==> src/rtl/imem_loader.sv <==
// Boot loader: assembles little-endian N-bit words from a byte stream and writes them
// sequentially into instruction memory, holding the CPU in reset until done.
// Optional trailing-checksum verification: define IMEM_LOADER_CHECKSUM_EN.
module imem_loader #(
    parameter int N      = 32,
    parameter int ADDR_W = 6
) (
    input  logic              clk,
    input  logic              reset,
    input  logic              start,
    input  logic [ADDR_W:0]   word_count,
    input  logic [7:0]        in_data,
    input  logic              in_valid,
    output logic              in_ready,
    output logic              we,
    output logic [ADDR_W-1:0] waddr,
    output logic [N-1:0]      wdata,
    output logic              busy,
    output logic              done,
    output logic              cpu_hold,
    output logic              err
);

    localparam int NB    = N / 8;
    localparam int BI_W  = (NB > 1) ? $clog2(NB) : 1;
    localparam int CNT_W = ADDR_W + 1;
    localparam logic [CNT_W-1:0] MAX_CNT   = {1'b1, {ADDR_W{1'b0}}};
    localparam logic [BI_W-1:0]  LAST_BYTE = BI_W'(NB - 1);

`ifdef IMEM_LOADER_CHECKSUM_EN
    typedef enum logic [2:0] {S_IDLE, S_LOAD, S_WRITE, S_CHECK, S_DONE} state_t;
`else
    typedef enum logic [2:0] {S_IDLE, S_LOAD, S_WRITE, S_DONE} state_t;
`endif

    state_t              state_q, state_d;
    logic [CNT_W-1:0]    cnt_q, cnt_d;
    logic [ADDR_W-1:0]   widx_q, widx_d;
    logic [BI_W-1:0]     bidx_q, bidx_d;
    logic                in_ready_q, in_ready_d;
    logic                we_q, we_d;
    logic [ADDR_W-1:0]   waddr_q, waddr_d;
    logic [N-1:0]        wdata_q, wdata_d;
    logic                busy_q, busy_d;
    logic                done_q, done_d;
    logic                cpu_hold_q, cpu_hold_d;
`ifdef IMEM_LOADER_CHECKSUM_EN
    logic [N-1:0]        xor_q, xor_d;
    logic [N-1:0]        chk_q, chk_d;
    logic                err_q, err_d;
`endif

    logic [CNT_W-1:0]    cnt_sat;
    logic                hs;
    logic                last_word;
    int                  boff;

    assign cnt_sat   = (word_count > MAX_CNT) ? MAX_CNT : word_count;
    assign hs        = in_valid && in_ready_q;
    // cnt_q is 1..2^ADDR_W while loading, so cnt_q-1 always fits the word index
    assign last_word = ({1'b0, widx_q} == (cnt_q - CNT_W'(1)));
    assign boff      = 8 * int'(bidx_q);

    always_comb begin
        state_d    = state_q;
        cnt_d      = cnt_q;
        widx_d     = widx_q;
        bidx_d     = bidx_q;
        in_ready_d = in_ready_q;
        we_d       = we_q;
        waddr_d    = waddr_q;
        wdata_d    = wdata_q;
        busy_d     = busy_q;
        done_d     = done_q;
        cpu_hold_d = cpu_hold_q;
`ifdef IMEM_LOADER_CHECKSUM_EN
        xor_d      = xor_q;
        chk_d      = chk_q;
        err_d      = err_q;
`endif
        case (state_q)
            S_IDLE, S_DONE: begin
                if (start) begin
                    cnt_d      = cnt_sat;
                    widx_d     = '0;
                    bidx_d     = '0;
                    done_d     = 1'b0;
                    cpu_hold_d = 1'b1;
`ifdef IMEM_LOADER_CHECKSUM_EN
                    xor_d      = '0;
                    err_d      = 1'b0;
`endif
                    if (cnt_sat == '0) begin
                        state_d    = S_DONE;
                        done_d     = 1'b1;
                        cpu_hold_d = 1'b0;
                    end else begin
                        state_d    = S_LOAD;
                        in_ready_d = 1'b1;
                        busy_d     = 1'b1;
                    end
                end
            end
            S_LOAD: begin
                if (hs) begin
                    wdata_d[boff +: 8] = in_data;
                    if (bidx_q == LAST_BYTE) begin
                        bidx_d     = '0;
                        state_d    = S_WRITE;
                        in_ready_d = 1'b0;
                        we_d       = 1'b1;
                        waddr_d    = widx_q;
                    end else begin
                        bidx_d = bidx_q + BI_W'(1);
                    end
                end
            end
            S_WRITE: begin
                we_d = 1'b0;
`ifdef IMEM_LOADER_CHECKSUM_EN
                xor_d = xor_q ^ wdata_q;
`endif
                if (last_word) begin
`ifdef IMEM_LOADER_CHECKSUM_EN
                    state_d    = S_CHECK;
                    in_ready_d = 1'b1;
                    chk_d      = '0;
`else
                    state_d    = S_DONE;
                    busy_d     = 1'b0;
                    done_d     = 1'b1;
                    cpu_hold_d = 1'b0;
`endif
                end else begin
                    widx_d     = widx_q + ADDR_W'(1);
                    state_d    = S_LOAD;
                    in_ready_d = 1'b1;
                end
            end
`ifdef IMEM_LOADER_CHECKSUM_EN
            S_CHECK: begin
                // trailing word is compared only, never written to memory
                if (hs) begin
                    chk_d[boff +: 8] = in_data;
                    if (bidx_q == LAST_BYTE) begin
                        bidx_d     = '0;
                        state_d    = S_DONE;
                        in_ready_d = 1'b0;
                        busy_d     = 1'b0;
                        done_d     = 1'b1;
                        err_d      = (chk_d != xor_q);
                        cpu_hold_d = (chk_d != xor_q);
                    end else begin
                        bidx_d = bidx_q + BI_W'(1);
                    end
                end
            end
`endif
            default: state_d = S_IDLE;
        endcase
    end

    always_ff @(posedge clk or negedge reset) begin
        if (!reset) begin
            state_q    <= S_IDLE;
            cnt_q      <= '0;
            widx_q     <= '0;
            bidx_q     <= '0;
            in_ready_q <= 1'b0;
            we_q       <= 1'b0;
            waddr_q    <= '0;
            wdata_q    <= '0;
            busy_q     <= 1'b0;
            done_q     <= 1'b0;
            cpu_hold_q <= 1'b1;
`ifdef IMEM_LOADER_CHECKSUM_EN
            xor_q      <= '0;
            chk_q      <= '0;
            err_q      <= 1'b0;
`endif
        end else begin
            state_q    <= state_d;
            cnt_q      <= cnt_d;
            widx_q     <= widx_d;
            bidx_q     <= bidx_d;
            in_ready_q <= in_ready_d;
            we_q       <= we_d;
            waddr_q    <= waddr_d;
            wdata_q    <= wdata_d;
            busy_q     <= busy_d;
            done_q     <= done_d;
            cpu_hold_q <= cpu_hold_d;
`ifdef IMEM_LOADER_CHECKSUM_EN
            xor_q      <= xor_d;
            chk_q      <= chk_d;
            err_q      <= err_d;
`endif
        end
    end

    assign in_ready = in_ready_q;
    assign we       = we_q;
    assign waddr    = waddr_q;
    assign wdata    = wdata_q;
    assign busy     = busy_q;
    assign done     = done_q;
    assign cpu_hold = cpu_hold_q;
`ifdef IMEM_LOADER_CHECKSUM_EN
    assign err      = err_q;
`else
    assign err      = 1'b0;
`endif

endmodule
==> config.mk <==
export PLATFORM = sky130hd
export DESIGN_NAME = imem_loader
export DESIGN_NICKNAME = d
export VERILOG_FILES = /design/src/rtl/imem_loader.sv
export SDC_FILE = /design/constraint.sdc
export NUM_CORES = 1
export LEC_CHECK = 0
export ABC_AREA = 1
export BUFFER_PORTS_ARGS = -buffer_cell sky130_fd_sc_hd__buf_2
export CAP_MARGIN = 20
export CORE_MARGIN = 4
export CORE_UTILIZATION = 30
export CTS_CLUSTER_DIAMETER = 80
export CTS_CLUSTER_SIZE = 20
export DETAILED_ROUTE_END_ITERATION = 16
export RECOVER_POWER = 25
export SETUP_SLACK_MARGIN = 0.5
export SLEW_MARGIN = 20
export SYNTH_ARGS = -nofsm -noshare
export SYNTH_HDL_FRONTEND = slang
export SYNTH_SLANG_ARGS = --single-unit
==> constraint.sdc <==
create_clock -name clk -period 3.1 [get_ports clk]
set_clock_uncertainty 0.2 [all_clocks]
set_input_delay 0.31 -clock clk [delete_from_list [all_inputs] [get_ports clk]]
set_output_delay 0.31 -clock clk [all_outputs]
set_load 0.05 [all_outputs]
; After elaboration in Yosys (flattened, before gate mapping)
; Cells that the tools add are included.
[op_classes]
add_sub_neg = 4
n_lt_le_gt_ge = 1
n_eq_ne = 11
n_shift = 2
mux = 33
n_reduce_logical = 18
[op_table]
columns = op, n
row1 = 5-bit negator with 33-bit output, 1
row2 = 8-bit by 33-bit variable shift with 32-bit output (first input constant), 1
row3 = 8-bit by 33-bit indexed part select with 32-bit output, 1
row4 = 32-bit bitwise mux, 1
row5 = 3-bit AND reduction, 6
row6 = 1-bit 2-to-1 mux, 13
row7 = 6-bit 2-to-1 mux, 2
row8 = 2-bit != test (second input constant), 6
row9 = 6-bit case mux with 2 select lines, 1
row10 = 2-bit 2-to-1 mux, 5
row11 = 3-bit 2-to-1 mux, 3
row12 = 3-bit case mux with 3 select lines, 1
row13 = 1-bit case mux with 2 select lines, 4
row14 = 6-bit by 7-bit == test with 1-bit output, 1
row15 = 7-bit > comparator (second input constant), 1
row16 = 7-bit logical NOT, 1
row17 = 7-bit 2-to-1 mux, 1
row18 = 7-bit by 1-bit subtractor with 7-bit output (second input constant), 1
row19 = 6-bit by 1-bit adder with 6-bit output (second input constant), 1
row20 = 3-bit by 2-bit == test with 1-bit output (second input constant), 2
row21 = 6-bit AND reduction, 1
row22 = 2-bit nonzero test, 3
row23 = 2-bit case mux with 2 select lines, 1
row24 = 2-bit AND reduction, 2
row25 = other kinds (9), 9
[word_totals]
reg_bits = 61
elab_cells = 80

; Longest topological paths before layout
; Gate-level depths: netlist of the first run.
[depth]
ltp_word = 6
mapped_depth = 14
mapped_depth_nobuf = 14

; Worst setup path before layout of the first run
; OpenSTA, ideal clock, no wires.
[synth_path]
path_kind = register -> register
start = reg bidx_q[0]
end = reg wdata_q[16], in the netlist wdata[16]
setup_time_ps = 67
arrival_ps = 1984
required_ps = 2833
setup_slack_ps = 849
path_stages_with_launch = 9
n_path_buf = 2
synth_period_minus_slack_ps = 2251
cell_sequence = dfrtp_1 > clkbuf_1 > inv_1 > ha_1 > buf_2 > clkinv_1 > nor2_1 > nand3_1 > nand2_1
[synth_via]
elab_chain_len = 3
[synth_lines]
columns = item, line_no
row1 = "start, declared", 39  ; logic [BI_W-1:0] bidx_q, bidx_d;
row2 = "start signal, assigned", 185  ; bidx_q <= bidx_d;
row3 = 5-bit negator with 33-bit output (*), 106  ; wdata_d[boff +: 8] = in_data;
row4 = 8-bit by 33-bit indexed part select with 32-bit output / 8-bit by 33-bit variable shift with 32-bit output (equally long branches), 106
row5 = 32-bit bitwise mux (*), 106
row6 = "end signal, assigned", 189  ; wdata_q <= wdata_d;
row7 = "end, declared", 43  ; logic [N-1:0] wdata_q, wdata_d;
; Every way passes the cells marked *; elsewhere a longest branch is shown, timed or not.
; A chain may end at the register's enable or synchronous reset.

; Worst setup path after layout of the first run
[layout_path]
start = reg bidx_q[1]
end = reg wdata_q[16], in the netlist wdata[16]
; The elaborated chain is that of the path after synthesis.

==> run summary, run 1 <==
Worst-path clk slew -> 80 ps
RSZ-0062 raised after global routing -> false
Leakage -> 1.89 nW
Synthesized area -> 0.00311 sq mm
Core Rows -> 36
Mapped Nets -> 416
PD cells -> 980 mW/mm^2
Crit end category -> flip-flop
Hold Crit Class -> in2reg
Remaining global-route overflow -> 0
Fmax -> 0.444 GHz
Cts hold-fix bufs -> 3
Slowest-stage cell, CP -> nor2_1
Final ANT Viol Nets -> 0
Startpoint types -> flip-flop
Area Overhead vs Synth -> 18.5%
Total GRT Usage -> 13.1%
Slew HR -> 0.818%
Period minus WS final -> 2250 ps
YS warnings -> 0
Synthesized area per cell -> 8.06 sq um
Initial antenna violation count -> 0
CTS root buffer -> clkbuf_8
Setup tns final -> 0 ps
RD Place Congestion -> 0.844
Max VDD drop -> 425 uV
Vias per inst -> 4.57
Max incr delay on CP -> 480 ps
Failing checks -> capacitance limit
Footprint of the multi-input gates -> 0.00136 sq mm
Yosys top cell by area -> dfrtp_1
CP Data Required Time -> 3180 ps
Largest net degree at the start of global routing -> 61
Final wirelength -> 7530 um
H-tree levels -> 3
Reg area -> 0.00150 sq mm
Status -> complete, but fails checks
First-pass GRT wire length -> 12,300 um
Overall power -> 0.00361 W
Clk_lat worst skew -> 330 ps
Fraction of layout cells with a size suffix above 1 -> 15.4%
CTS resizes -> 0
Cell Chain, Critical Path -> inv_1, ha_1, clkinv_1, nor2_1, nand3_1, nand2_1
Initial DRC Count -> 185
Total number of vias -> 2,693
Port bufs -> 61
Core ar. -> 0.00995 sq mm
Top cells by area, synth -> dfrtp_1 (47%), nand2_1 (11%), o21ai_0 (5.5%)
Number of diodes -> 0
Post-synth cell types -> 31
Endpoints failing setup -> 0
Maximum root-to-sink buffer count -> 2
Arr. time, crit path -> 2330 ps
Die width -> 110 um
Vias in the first global route -> 2,530
Setup bufs post-CTS -> 0
TritonCTS buffer count -> 9
Area share of the largest cell type after synthesis -> 47.5%
Area of the die -> 0.0121 sq mm
Routed length per instance -> 12.8 um
Max-cap violations -> 1
Critical path peak fanout -> 10
Slew Limit Fails -> 0
FF+latch count, synth -> 60
CTS tree -> built
Initial Util -> 31.2%
Final net count -> 481
Filler cells -> 1,057
Tcrit/Tclk final -> 72.6%
Slew @ Worst Pin -> 1490 ps
DP Wirelength -> 5530 um
Post-Synthesis Cells -> 386
Setup CP Type -> reg2reg
Height of the die -> 110 um
Sequential-to-total area share from yosys stat -> 48.3%
Clock sink count -> 60
Hold Vio Cnt, Final -> 0
I/O pin count -> 63
Initial DRT Pass Iterations -> 4
Post-route DRC -> 0
kinds of logic after synthesis:
group / count (synthesis) / share of synthesized area, %
AOI/OAI and AO/OA: 61 / 10.7
adders and majority gates: 11 / 4.43
buffers and inverters: 60 / 8.05
DFF: 60 / 48.3
muxes: 1 / 0.362
other: 1 / 0.121
and+or+nand+nor: 192 / 28.0
Yosys cell counts (all sizes together):
cell,count
dfrtp,59
inv,47
o32ai,1
or2,2
nand3,28
o21ai,40
nor3b,1
a21oi,14
buf,6
nor2,41
mux2,1
o22ai,4
a21boi,1
clkbuf,6
nand2,102
conb,1
o211ai,1
clkinv,1
dfstp,1
ha,11
nand4,18
registers in the layout, indices dropped and copies added, names as in the netlist:
signal    flops
wdata        32
widx_q        6
done          1
in_ready      1
cpu_hold      1
waddr         6
cnt_q         7
we            1
state_q       2
bidx_q        2
busy          1
metrics by stage:
step,instance area (sq um),util [%],setup WS [ps],cells,hold slack [ps]
after CTS,3730,37.5,872,589,7.43
after global routing,3680,37.0,608,589,7.34
after floorplan,3110,-,849,386,-186
after detailed placement,3530,35.4,870,570,253
final,3680,37.0,850,589,25.3
after global placement,3530,35.4,974,570,249
critical path: cells and delay by family (launching register included):
family        cells  cell delay (ps)
simple gates      3              710
fa+ha+maj         1              470
buf+inv           2              420
flops             1              400
power breakdown:
part           switching (W)  internal (W)
logic                0.00140      0.000462
clock network       0.000331      0.000293
registers           0.000140      0.000983
total                0.00187       0.00174
layout by cell type (no fill, tap or decap), types with 2 or more instances in the layout:
| cell | instances |
|---|---|
| ha_1 | 11 |
| nor2_4 | 2 |
| nand4_1 | 18 |
| clkbuf_1 | 35 |
| o21ai_1 | 2 |
| dfrtp_1 | 59 |
| a21oi_1 | 14 |
| inv_2 | 5 |
| nand2_1 | 95 |
| buf_2 | 26 |
| nand3_1 | 27 |
| or2_2 | 2 |
| inv_1 | 42 |
| inv_6 | 2 |
| clkbuf_8 | 9 |
| clkinvlp_4 | 2 |
| o21ai_0 | 34 |
| o21ai_2 | 4 |
| nand2_2 | 6 |
| o22ai_1 | 4 |
| nor2_2 | 2 |
| clkinv_2 | 2 |
| nor2_1 | 37 |
| dlygate4sd3_1 | 3 |
cell type report:
type / instances / area share, %
Sequential cell: 60 / 40.8
Multi-Input combinational cell: 266 / 36.8
Timing Repair Buffer: 66 / 8.25
Inverter: 48 / 4.89
Tap cell: 133 / 4.52
Clock buffer: 9 / 3.36
Clock inverter: 7 / 1.39
final timing paths:
kind                             from         to  slack, ps  depth (start not counted)
hold reg to reg              cpu_hold   cpu_hold        260                          2
max in group asynchronous       reset   wdata[7]       1060                          3
setup reg to reg            bidx_q[1]  wdata[16]        850                          6
setup / recovery            bidx_q[1]  wdata[16]        850                          6
hold / removal             in_data[0]   wdata[0]         30                          3
min in group asynchronous       reset   waddr[5]        750                          3
routing by layer:
layer  vias to the layer above  global-route usage (%)  routed length, um
met5                         -                       0                  0
met4                         0                    2.94                  0
met3                         0                    3.64                327
met2                        58                    21.0               3610
met1                      1258                    17.6               3590
li1                       1377                       -                  -
(Power assumes the default switching activity.)
==> run 2: changes to the inputs <==
==> constraint.sdc (replaced) <==
create_clock -name clk -period 1.9 [get_ports clk]
set_clock_uncertainty 0.2 [all_clocks]
set_input_delay 0.19 -clock clk [delete_from_list [all_inputs] [get_ports clk]]
set_output_delay 0.19 -clock clk [all_outputs]
set_load 0.05 [all_outputs]
==> run 2 against run 1 <==
Net effect: sequential power increased by 71%; sequential cell count unchanged; register-to-register slack got worse by 760 ps; die area unchanged; core utilization increased by 13 points; highest routed layer is now met4; combinational power increased to 2.8 times the previous value; first-iteration DRC count decreased by 37%; wire length increased by 20%; the run now ends clean.
==> run summary, run 2 (synthesis gave the netlist of run 1 again) <==
Max VDD drop -> 962 uV (was 425 uV)
Fmax -> 0.551 GHz (was 0.444 GHz)
RD Place Congestion -> 0.857 (was 0.844)
Filler cells -> 899 (was 1,057)
Setup tns final -> 0 ps (unchanged)
Critical path origin -> cnt_q[1] (was bidx_q[1])
Critical path peak fanout -> 6 (was 10)
Final wirelength -> 9070 um (was 7530 um)
Period minus WS final -> 1810 ps (was 2250 ps)
First-pass GRT wire length -> 14,600 um (was 12,300 um)
Hold Vio Cnt, Final -> 0 (unchanged)
Initial Util -> 31.2% (unchanged)
Most frequent cells in the layout -> nand2_1 (83), dfrtp_1 (57), buf_2 (38) (was nand2_1 (95), dfrtp_1 (59), inv_1 (42))
DP Wirelength -> 5760 um (was 5530 um)
Fraction of layout cells with a size suffix above 1 -> 47.5% (was 15.4%)
Placed Cells -> 574 (was 570)
Die width -> 110 um (unchanged)
Final net count -> 535 (was 481)
Port bufs -> 61 (unchanged)
Routed length per instance -> 14.1 um (was 12.8 um)
R2r setup slk -> 90 ps (was 850 ps)
TritonCTS buffer count -> 9 (unchanged)
PD cells -> 1690 mW/mm^2 (was 980 mW/mm^2)
Worst-path clk slew -> 70 ps (was 80 ps)
Tcrit/Tclk final -> 95.5% (was 72.6%)
Reg-to-reg endpoint -> widx_q[0] (was wdata[16])
WHS Endpoint -> cnt_q[6] (was wdata[0])
Worst hold start -> start (was in_data[0])
Height of the die -> 110 um (unchanged)
Most common cell after layout, fill and taps aside -> nand2_1 (unchanged)
Slew Limit Fails -> 0 (unchanged)
Initial DRC Count -> 116 (was 185)
Final ANT Viol Nets -> 0 (unchanged)
I/O pin count -> 63 (unchanged)
Core ar. -> 0.00995 sq mm (unchanged)
Critical R2R Launch -> cnt_q[1] (was bidx_q[1])
CTS root buffer -> clkbuf_8 (unchanged)
RSZ-0062 raised after global routing -> true (was false)
Leakage -> 2.40 nW (was 1.89 nW)
Vias in the first global route -> 3,024 (was 2,530)
Initial DRT Pass Iterations -> 4 (unchanged)
Endpoints failing setup -> 0 (unchanged)
Initial antenna violation count -> 0 (unchanged)
CTS tree -> built (unchanged)
Non-filler cells, final -> 643 (was 589)
Clk_lat worst skew -> 340 ps (was 330 ps)
Largest register FFs -> 32 (unchanged)
Max-cap violations -> 0 (was 1)
Area of the die -> 0.0121 sq mm (unchanged)
Arr. time, crit path -> 1880 ps (was 2330 ps)
Crit end category -> flip-flop (unchanged)
Setup CP Type -> reg2reg (unchanged)
Core Rows -> 36 (unchanged)
Startpoint types -> flip-flop (unchanged)
Total GRT Usage -> 15.4% (was 13.1%)
Clock sink count -> 60 (unchanged)
Worst hold path depth -> 3 (unchanged)
Largest net degree at the start of global routing -> 61 (unchanged)
Maximum root-to-sink buffer count -> 2 (unchanged)
Slew @ Worst Pin -> 868 ps (was 1490 ps)
Vias per inst -> 4.76 (was 4.57)
H-tree levels -> 3 (unchanged)
Number of diodes -> 0 (unchanged)
CP Data Required Time -> 1960 ps (was 3180 ps)
Slew HR -> 42.1% (was 0.818%)
Hold Crit Class -> in2reg (unchanged)
FF-to-FF path depth -> 12 (was 6)
Total number of vias -> 3,058 (was 2,693)
Status -> finished, final reports clean (was complete, but fails checks)
Post-route DRC -> 0 (unchanged)
Remaining global-route overflow -> 0 (unchanged)
Area Overhead vs Synth -> 58.8% (was 18.5%)
==> run 2: worst max path at each step <==
stage | depth (start not counted) | endpoint | slack [ps]
2_1_floorplan | 12 | widx_q[5] | 160
3_3_place_gp | 7 | done | 70
3_5_place_dp | 12 | widx_q[5] | 20
4_1_cts | 12 | widx_q[0] | 90
5_1_grt | 13 | widx_q[0] | -60
6_report | 12 | widx_q[0] | 90
==> run 2: metrics by stage <==
step	util (%)	setup WS (ps)	area [sq um]	power [W]	hold slack, ps
2_1_floorplan	-	158	3340	0.00481	-306
3_3_place_gp	37.5	70.6	3730	0.00531	21.7
3_5_place_dp	37.5	16.5	3730	0.00537	35.9
4_1_cts	45.6	93.8	4540	0.00758	0.935
5_1_grt	49.6	-57.8	4940	0.00887	21.8
6_report	49.6	86.2	4940	0.00835	20.7
==> run 2: report_power, final <==
part	total [W]	switching [W]	internal, W
Sequential	0.00192	0.000310	0.00161
Clock	0.00119	0.000578	0.000612
Combinational	0.00524	0.00319	0.00205
==> run 2: layout make-up <==
| cell class | count | area (sq um) | area share (%) |
|---|---|---|---|
| flip-flops and latches | 60 | 1510 | 30.5 |
| multi-input cells | 268 | 1890 | 38.3 |
| clock inverters | 7 | 76.3 | 1.55 |
| clock buffers | 9 | 124 | 2.51 |
| repair inverters | 1 | 11.3 | 0.228 |
| inverters | 48 | 224 | 4.54 |
| well taps | 133 | 166 | 3.37 |
| repair buffers | 117 | 941 | 19.1 |
==> run 2: routing by layer <==
metal  GRT usage, %  vias to the layer above  wire (um)
met3           2.94                       13        339
li1               -                     1506          -
met2           24.3                       56       4430
met5              0                        -          0
met1           20.6                     1483       4130
met4           6.41                        0        167
==> run 2: critical path, stage by stage, from the launching register on <==
cell	delay (ps)
dfrtp_1	390
inv_2	90
ha_4	160
nand2_4	60
nor2_4	100
nand2_1	60
nand2_1	70
nand2_2	60
nor2_4	130
nand3_4	160
nand2_8	120
nand2_1	50
o21ai_1	80
==> run 2: timing repair <==
action | in CTS | in global routing
cloned | 4 | 1
pin swaps | 15 | 29
setup endpoints to repair | 63 | 69
hold endpoints to repair | 75 | 0
resized for setup | 69 | 98
hold buffers | 16 | 0
setup buffers | 23 | 9
